<file path="config.mk">
export PLATFORM = sky130hd
export DESIGN_NAME = ram_arbiter
export DESIGN_NICKNAME = d
export VERILOG_FILES = /design/src/rtl/ram_arbiter.sv
export SDC_FILE = /design/constraint.sdc
export NUM_CORES = 1
export LEC_CHECK = 0
export ABC_AREA = 1
export CELL_PAD_IN_SITES_DETAIL_PLACEMENT = 0
export CELL_PAD_IN_SITES_GLOBAL_PLACEMENT = 1
export CORE_MARGIN = 2
export CORE_UTILIZATION = 25
export CTS_CLUSTER_DIAMETER = 50
export CTS_CLUSTER_SIZE = 14
export DETAILED_ROUTE_END_ITERATION = 10
export DONT_BUFFER_PORTS = 1
export GPL_ROUTABILITY_DRIVEN = 1
export MAX_ROUTING_LAYER = met4
export PLACE_DENSITY = 0.59
export SYNTH_ARGS = -nofsm -noshare
export SYNTH_HDL_FRONTEND = slang
export SYNTH_SLANG_ARGS = --single-unit
</file>
<file path="constraint.sdc">
create_clock -name clk -period 1.5 [get_ports clk]
set_input_delay 0.075 -clock clk [delete_from_list [all_inputs] [get_ports clk]]
set_output_delay 0.075 -clock clk [all_outputs]
set_load 0.02 [all_outputs]
</file>
<file path="src/rtl/ram_arbiter.sv">
// Round-robin arbiter/sequencer sharing one single-port sync RAM between
// the CPU bus (port A) and the loader/debug port (port B).
module ram_arbiter #(
  parameter int unsigned ADDR_WIDTH = 4,
  parameter int unsigned DATA_WIDTH = 8
) (
  input  logic                  clk,
  input  logic                  reset,
  input  logic                  a_req,
  input  logic                  a_we,
  input  logic [ADDR_WIDTH-1:0] a_addr,
  input  logic [DATA_WIDTH-1:0] a_wdata,
  output logic                  a_ack,
  output logic [DATA_WIDTH-1:0] a_rdata,
  input  logic                  b_req,
  input  logic                  b_we,
  input  logic [ADDR_WIDTH-1:0] b_addr,
  input  logic [DATA_WIDTH-1:0] b_wdata,
  output logic                  b_ack,
  output logic [DATA_WIDTH-1:0] b_rdata,
  output logic                  ram_we,
  output logic [ADDR_WIDTH-1:0] ram_addr,
  output logic [DATA_WIDTH-1:0] ram_wdata,
  input  logic [DATA_WIDTH-1:0] ram_rdata,
  output logic                  busy,
  output logic                  grant_b
);

  typedef enum logic [1:0] {
    IDLE  = 2'd0,
    ISSUE = 2'd1,
    DATA  = 2'd2,
    ACK   = 2'd3
  } state_t;

  state_t state;
  logic   pick_b;

  // Port B wins when it is the only requester, or on a tie when A went last.
  always_comb begin
    pick_b = b_req & (~a_req | ~grant_b);
  end

  // Transaction sequencer: grant, issue to RAM, capture read data, ack.
  always_ff @(posedge clk or posedge reset) begin
    if (reset) begin
      state     <= IDLE;
      ram_we    <= 1'b0;
      ram_addr  <= '0;
      ram_wdata <= '0;
      a_ack     <= 1'b0;
      b_ack     <= 1'b0;
      a_rdata   <= '0;
      b_rdata   <= '0;
      busy      <= 1'b0;
      grant_b   <= 1'b1;
    end else begin
      case (state)
        IDLE: begin
          if (a_req || b_req) begin
            grant_b   <= pick_b;
            ram_addr  <= pick_b ? b_addr  : a_addr;
            ram_wdata <= pick_b ? b_wdata : a_wdata;
            ram_we    <= pick_b ? b_we    : a_we;
            busy      <= 1'b1;
            state     <= ISSUE;
          end
        end
        ISSUE: begin
          // RAM samples we/addr at this edge; write strobe lasts one cycle.
          ram_we <= 1'b0;
          state  <= DATA;
        end
        DATA: begin
          // Registered RAM output is valid now; hand it to the owner.
          if (grant_b) begin
            b_rdata <= ram_rdata;
            b_ack   <= 1'b1;
          end else begin
            a_rdata <= ram_rdata;
            a_ack   <= 1'b1;
          end
          state <= ACK;
        end
        ACK: begin
          a_ack <= 1'b0;
          b_ack <= 1'b0;
          busy  <= 1'b0;
          state <= IDLE;
        end
        default: state <= IDLE;
      endcase
    end
  end

endmodule

</file>
==> impl_metrics.yaml, run 1 <==
cts:
  clockBufferDepth: 2
  numCtsBuffers: 5
  htreeDepth: 2
  cts_tree: "yes"
  clk-insertion-delay-late_ns: 0.28
  clockRootBuffer: "clkbuf_8"
  clk_pin_slew_worst_paths_ns: 0.07
  clock-sinks: 35
synthesis:
  ys.flop_type: "dfrtp_1"
  synth_xor_area_share_pct: 0
  synth_compound_area_share_pct: 7.35
  async_flop_share_pct: 100
  syn-num-nets: 238
  synth-adder-area-share_pct: 3.91
  netlist_area_um2: 1600
  synth_area_leader_cell: "dfrtp_1"
  yosys_warnings: 0
  netlist_instances: 195
  ys_ff_latch: 35
  ys_top_cells_by_area: "dfrtp_1, nand2_1, inv_1"
  synth.top_cells.by_count: "nand2_1, dfrtp_1, inv_1, nand3_1"
  synth_seq_area_share_pct: 54.8
  syn_avg_cell_area_um2: 8.21
  yosys.area_share.simple_pct: 27.0
  synthMostInstantiatedCell: "nand2_1"
  synth_top_family_by_area: "simple AND/OR/NAND/NOR gates"
  synth_edf_count: 0
  synth.distinct_cells: 20
  synth_mux_area_share_pct: 0
  synth_top_area_share_pct: 53.2
timing:
  fmax_mhz: 760
  timing.hold.ws_ns: 0.00650
  finClkSkew_ns: 0.00632
  hold_viol_final: 0
  setup_violations: 0
  relSlewSlack_pct: 69.6
  finalCriticalPeriod_ns: 1.32
  setup_tns_ns: 0
  tightest_slew_ns: 0.456
  rsz0062_at_grt: "no"
  setup_ws_ns: 0.183
  fin_crit_sh_pct: 87.8
  slew_viol_final: 0
pwr:
  clock_power_share_pct: 15.8
  ir_worst_vdd_mv: 0.627
  intPower_mw: 2.27
  pwr-share-comb_pct: 31.0
  p_switching_mw: 1.93
  power.density_nw_per_um2: 2130
  p_leak_nw: 1.02
  power_mw: 4.20
  power_frac_seq_pct: 53.2
  p_sw_share_pct: 45.9
critical_path:
  reg2reg_to: "a_rdata[5]$_DFFE_PP0P_"
  crit_fanout: 18
  path_buf_inv: 3
  critPathRequiredTime_ns: 1.70
  reg2reg_depth: 7
  rr_startpoint: "state[0]$_DFFE_PP0P_"
  cp.depth: 7
  r2r_setup_slack_ns: 0.18
  slowest_delay_ns: 0.40
  startpoint_type: "flip-flop"
  cp-end-kind: "flip-flop"
  cp_slowest_cell: "dfrtp_1"
  endpoint: "a_rdata[5]$_DFFE_PP0P_"
  critical_path_arrival_ns: 1.52
  cp-startpoint: "state[0]$_DFFE_PP0P_"
  crit_top_cell: "inv_1"
  cp_top_family: "flip-flops"
  critPathKind: "reg2reg"
  cp_cell_sequence: "inv_1 -> ha_1 -> inv_1 -> nor2_2 -> buf_12 -> nor2_1 -> a21oi_1"
job:
  max_cap_viol_count: 0
grt:
  antenna_found_initial: 0
  grt_start_max_net_pins: 36
  grt_pass1_vias: 1322
  grt_first_pass_wirelength_mm: 6.74
  overflow: 0
  grt_util_all_layers_pct: 12.7
final_layout:
  post-route-util_pct: 31.3
  drive_gt1_share_pct: 9.13
  final.fill_count: 662
  final-seq-area_um2: 877
  multi_input_area_um2: 612
  nets: 261
  area_delta_synth_final_pct: 22.9
  n_antenna_cell: 0
floorplanning:
  fp.dieArea_um2: 7060
  rows: 29
  die_h_um: 84.0
  start_util_pct: 25.5
  core_um2: 6280
  ioPinCount: 71
  die_x_um: 84.0
placement:
  io_buffers: 0
  preCtsSetupSlack_ns: 0.130
  dp_hpwl_mm: 2.83
  place.gp.congestion: 0.705
route:
  dr_total_vias: 1303
  post_drt_wl_per_cell_um: 13.5
  vias_per_cell: 4.40
  drt-total-wl_mm: 3.99
  final_antenna_net_count: 0
  dr.first_iter.drc_count: 72
  dr.pass1.iters: 4
  drc: 0
status:
  status: "complete, no violations"
worst_hold_path:
  min_path_type: "in2reg"
==> cell usage in the layout (no fill, tap or decap) <==
| cell | Yosys | routed |
|---|---|---|
| nand3_1 | 14 | 14 |
| nand2_1 | 77 | 77 |
| dfstp_2 | 1 | 1 |
| clkbuf_1 | 1 | 2 |
| nor2_2 | 2 | 2 |
| buf_4 | 1 | 7 |
| ha_1 | 5 | 5 |
| o21ai_0 | 7 | 7 |
| inv_4 | 0 | 1 |
| o22ai_1 | 2 | 2 |
| dfrtp_1 | 34 | 34 |
| nor2_4 | 1 | 1 |
| buf_12 | 0 | 1 |
| nand2_2 | 1 | 1 |
| nor3_1 | 1 | 1 |
| inv_1 | 19 | 19 |
| a21oi_1 | 8 | 8 |
| clkbuf_8 | 0 | 5 |
| clkinv_2 | 0 | 1 |
| dlygate4sd3_1 | 0 | 15 |
| nand3b_1 | 1 | 1 |
| nor2_1 | 8 | 8 |
| o21ai_1 | 6 | 6 |
==> metal layers <==
metal | global-route usage (%) | routed length (um) | vias up
met2 | 18.8 | 1880 | 34
li1 | - | - | 651
met5 | - | 0 | -
met4 | 5.28 | 79 | 0
met3 | 5.24 | 262 | 6
met1 | 15.4 | 1760 | 612
==> metrics by stage <==
stage,instance area (um^2),cells
global placement,1720,271
global route,1970,296
CTS,1950,294
floorplan,1600,195
detailed placement,1720,271
finish,1970,296
==> state kept, by name (all words and copies together), names as in the netlist <==
| signal | flops |
|---|---|
| a_rdata | 8 |
| b_rdata | 8 |
| ram_wdata | 8 |
| ram_addr | 4 |
| state | 2 |
| a_ack | 1 |
| b_ack | 1 |
| busy | 1 |
| grant_b | 1 |
| ram_we | 1 |
==> how the worst min path moves through the flow <==
stage / start / endpoint / cells past startpoint
6_report: a_wdata[1] / ram_wdata[1]$_DFFE_PP0P_ / 4
5_1_grt: b_wdata[4] / ram_wdata[4]$_DFFE_PP0P_ / 4
4_1_cts: a_wdata[1] / ram_wdata[1]$_DFFE_PP0P_ / 4
3_5_place_dp: reset / a_rdata[7]$_DFFE_PP0P_ / 2
3_3_place_gp: reset / a_rdata[7]$_DFFE_PP0P_ / 2
2_1_floorplan: ram_rdata[1] / a_rdata[1]$_DFFE_PP0P_ / 2
==> logic make-up (layout without fill, tap and decap cells) <==
family | Yosys count | count (layout)
AO/OA/AOI/OAI | 23 | 23
flip-flops | 35 | 35
adder cells (fa/ha/maj) | 5 | 5
buffers and inverters | 27 | 51
AND/OR/NAND/NOR | 105 | 105
==> cell type report <==
cell class              instances  area share [%]
multi-input cells             133            31.1
inverters                      20            3.94
clock inverters                 1           0.254
flip-flops and latches         35            44.6
well taps                      77            4.90
repair buffers                 23            11.3
clock buffers                   7            3.88
==> power by group through the flow <==
stage / sequential (mW) / combinational, mW / clock [mW]
2_1_floorplan: 2.18 / 0.934 / 0
3_3_place_gp: 2.27 / 1.24 / 0
3_5_place_dp: 2.27 / 1.26 / 0
4_1_cts: 2.25 / 1.30 / 0.690
5_1_grt: 2.30 / 1.53 / 0.733
6_report: 2.23 / 1.30 / 0.664
==> what timing repair did <==
item,4_1_cts,5_1_grt
gates resized for setup,0,2
hold endpoints to repair,56,0
hold buffers,15,0
endpoints found under the setup margin,0,14
buffers inserted,0,2
==> worst min-delay path, cell delays in order <==
cell and delay [ns]:
nand2_1 0.04, nand2_1 0.05, nand2_1 0.05, nand2_1 0.05
No activity file was read; power rests on OpenSTA's default activity.
==> inputs of run 2 (changes only) <==
ABC_CLOCK_PERIOD_IN_PS = 1500   (was not set)
RECOVER_POWER = 25   (was not set)
==> impl_metrics.yaml, run 2 (synthesized netlist as in run 1, its figures left out) <==
status:
  status: "complete, no violations"
timing:
  rsz0062_at_grt: "no"
  relSlewSlack_pct: 40.3
  fmax_mhz: 760
  hold_viol_final: 0
  setup_violations: 0
  slew_viol_final: 0
  fin_crit_sh_pct: 87.8
  tightest_slew_ns: 0.895
  finalCriticalPeriod_ns: 1.32
  setup_tns_ns: 0
  finClkSkew_ns: 0.00632
critical_path:
  crit_fanout: 18
  crit_top_cell: "inv_1"
  cp-startpoint: "state[0]$_DFFE_PP0P_"
  critPathRequiredTime_ns: 1.70
  cp.depth: 7
  startpoint_type: "flip-flop"
  reg2reg_depth: 7
  cp_top_family: "flip-flops"
  critical_path_arrival_ns: 1.52
  slowest_delay_ns: 0.40
  path_buf_inv: 3
  rr_startpoint: "state[0]$_DFFE_PP0P_"
  cp-end-kind: "flip-flop"
  cp_cell_sequence: "inv_1 -> ha_1 -> inv_1 -> nor2_2 -> buf_12 -> nor2_1 -> a21oi_1"
  critPathKind: "reg2reg"
  cp_slowest_cell: "dfrtp_1"
cts:
  cts_tree: "yes"
  numCtsBuffers: 5
  clk-insertion-delay-late_ns: 0.28
  clk_pin_slew_worst_paths_ns: 0.07
  htreeDepth: 2
  clock-sinks: 35
  clockBufferDepth: 2
  clockRootBuffer: "clkbuf_8"
grt:
  grt_start_max_net_pins: 36
  grt_first_pass_wirelength_mm: 6.74
  grt_util_all_layers_pct: 12.7
  grt_pass1_vias: 1322
  overflow: 0
  antenna_found_initial: 0
floorplanning:
  rows: 29
  fp.dieArea_um2: 7060
  ioPinCount: 71
  die_x_um: 84.0
  start_util_pct: 25.5
  core_um2: 6280
  die_h_um: 84.0
route:
  drt-total-wl_mm: 3.99
  vias_per_cell: 4.40
  dr.first_iter.drc_count: 72
  final_antenna_net_count: 0
  post_drt_wl_per_cell_um: 13.5
  dr.pass1.iters: 4
  drc: 0
  dr_total_vias: 1303
placement:
  dp.cells: 271
  io_buffers: 0
  place.gp.congestion: 0.705
  dp_hpwl_mm: 2.83
final_layout:
  final-seq-area_um2: 877
  largestRegisters: "a_rdata (8), b_rdata (8), ram_wdata (8)"
  fin_cells: 296
  final_common_cell: "nand2_1"
  layout_common_cells: "nand2_1, dfrtp_1, inv_1, dlygate4sd3_1, nand3_1"
  multi_input_area_um2: 612
  drive_gt1_share_pct: 9.13
  nets: 261
  final.fill_count: 663
  n_antenna_cell: 0
  post-route-util_pct: 31.3
  area_delta_synth_final_pct: 22.8
pwr:
  p_leak_nw: 1.02
  ir_worst_vdd_mv: 0.627
  power_frac_seq_pct: 53.2
  clock_power_share_pct: 15.8
  power_mw: 4.20
  p_sw_share_pct: 45.9
  power.density_nw_per_um2: 2140
  intPower_mw: 2.27
  p_switching_mw: 1.93
  pwr-share-comb_pct: 31.0
worst_hold_path:
  min_path_type: "in2reg"
  worstHoldPathCells: 4
  worstHoldStart: "a_wdata[1]"
job:
  max_cap_viol_count: 0
==> run 2: tightest hold or removal path, stage by stage <==
cell     delay, ns
nand2_1       0.04
nand2_1       0.05
nand2_1       0.05
nand2_1       0.05
==> run 2: per-stage QoR <==
| stage | setup WS, ns | hold slack, ns | cell area (um^2) |
|---|---|---|---|
| 5_1_grt | 0.00314 | 0.0159 | 1960 |
| 6_report | 0.183 | 0.00650 | 1960 |
| 2_1_floorplan | 0.161 | 0.213 | 1600 |
| 3_5_place_dp | 0.130 | 0.104 | 1720 |
| 3_3_place_gp | 0.153 | 0.106 | 1720 |
| 4_1_cts | 0.105 | 0.00251 | 1950 |
==> run 2: area by class of cell <==
cell class,count,area share [%]
inverter,20,3.95
tap,77,4.90
sequential,35,44.6
multi-input combinational,133,31.1
clock inverter,1,0.255
clock buffer,7,3.89
timing repair buffer,23,11.2
==> run 2: what timing repair did <==
action	CTS	global route
hold buffers	15	0
buffers inserted	0	2
resized for setup	0	2
hold endpoints to repair	56	0
endpoints found under the setup margin	0	14
==> run 2: per-layer routing <==
layer,track usage (%),up-vias,share of wire (%)
li1,-,651,-
met1,15.4,612,44
met2,18.8,34,47
met3,5.24,6,6.6
met4,5.28,0,2.0
met5,-,-,0
==> run 2: power by group through the flow <==
stage | clock [mW] | sequential [mW] | combinational [mW]
finish | 0.664 | 2.23 | 1.30
global placement | 0 | 2.27 | 1.24
floorplan | 0 | 2.18 | 0.934
global route | 0.733 | 2.30 | 1.53
CTS | 0.690 | 2.25 | 1.30
detailed placement | 0 | 2.27 | 1.26
==> run 2: worst paths after layout <==
path                       slack, ns                       end
max                             0.18    a_rdata[5]$_DFFE_PP0P_
min                            0.006  ram_wdata[1]$_DFFE_PP0P_
max in group asynchronous       0.43      state[1]$_DFFE_PP0P_
min in group asynchronous       0.51  ram_wdata[7]$_DFFE_PP0P_
max reg2reg                     0.18    a_rdata[5]$_DFFE_PP0P_
min reg2reg                     0.63   ram_addr[1]$_DFFE_PP0P_
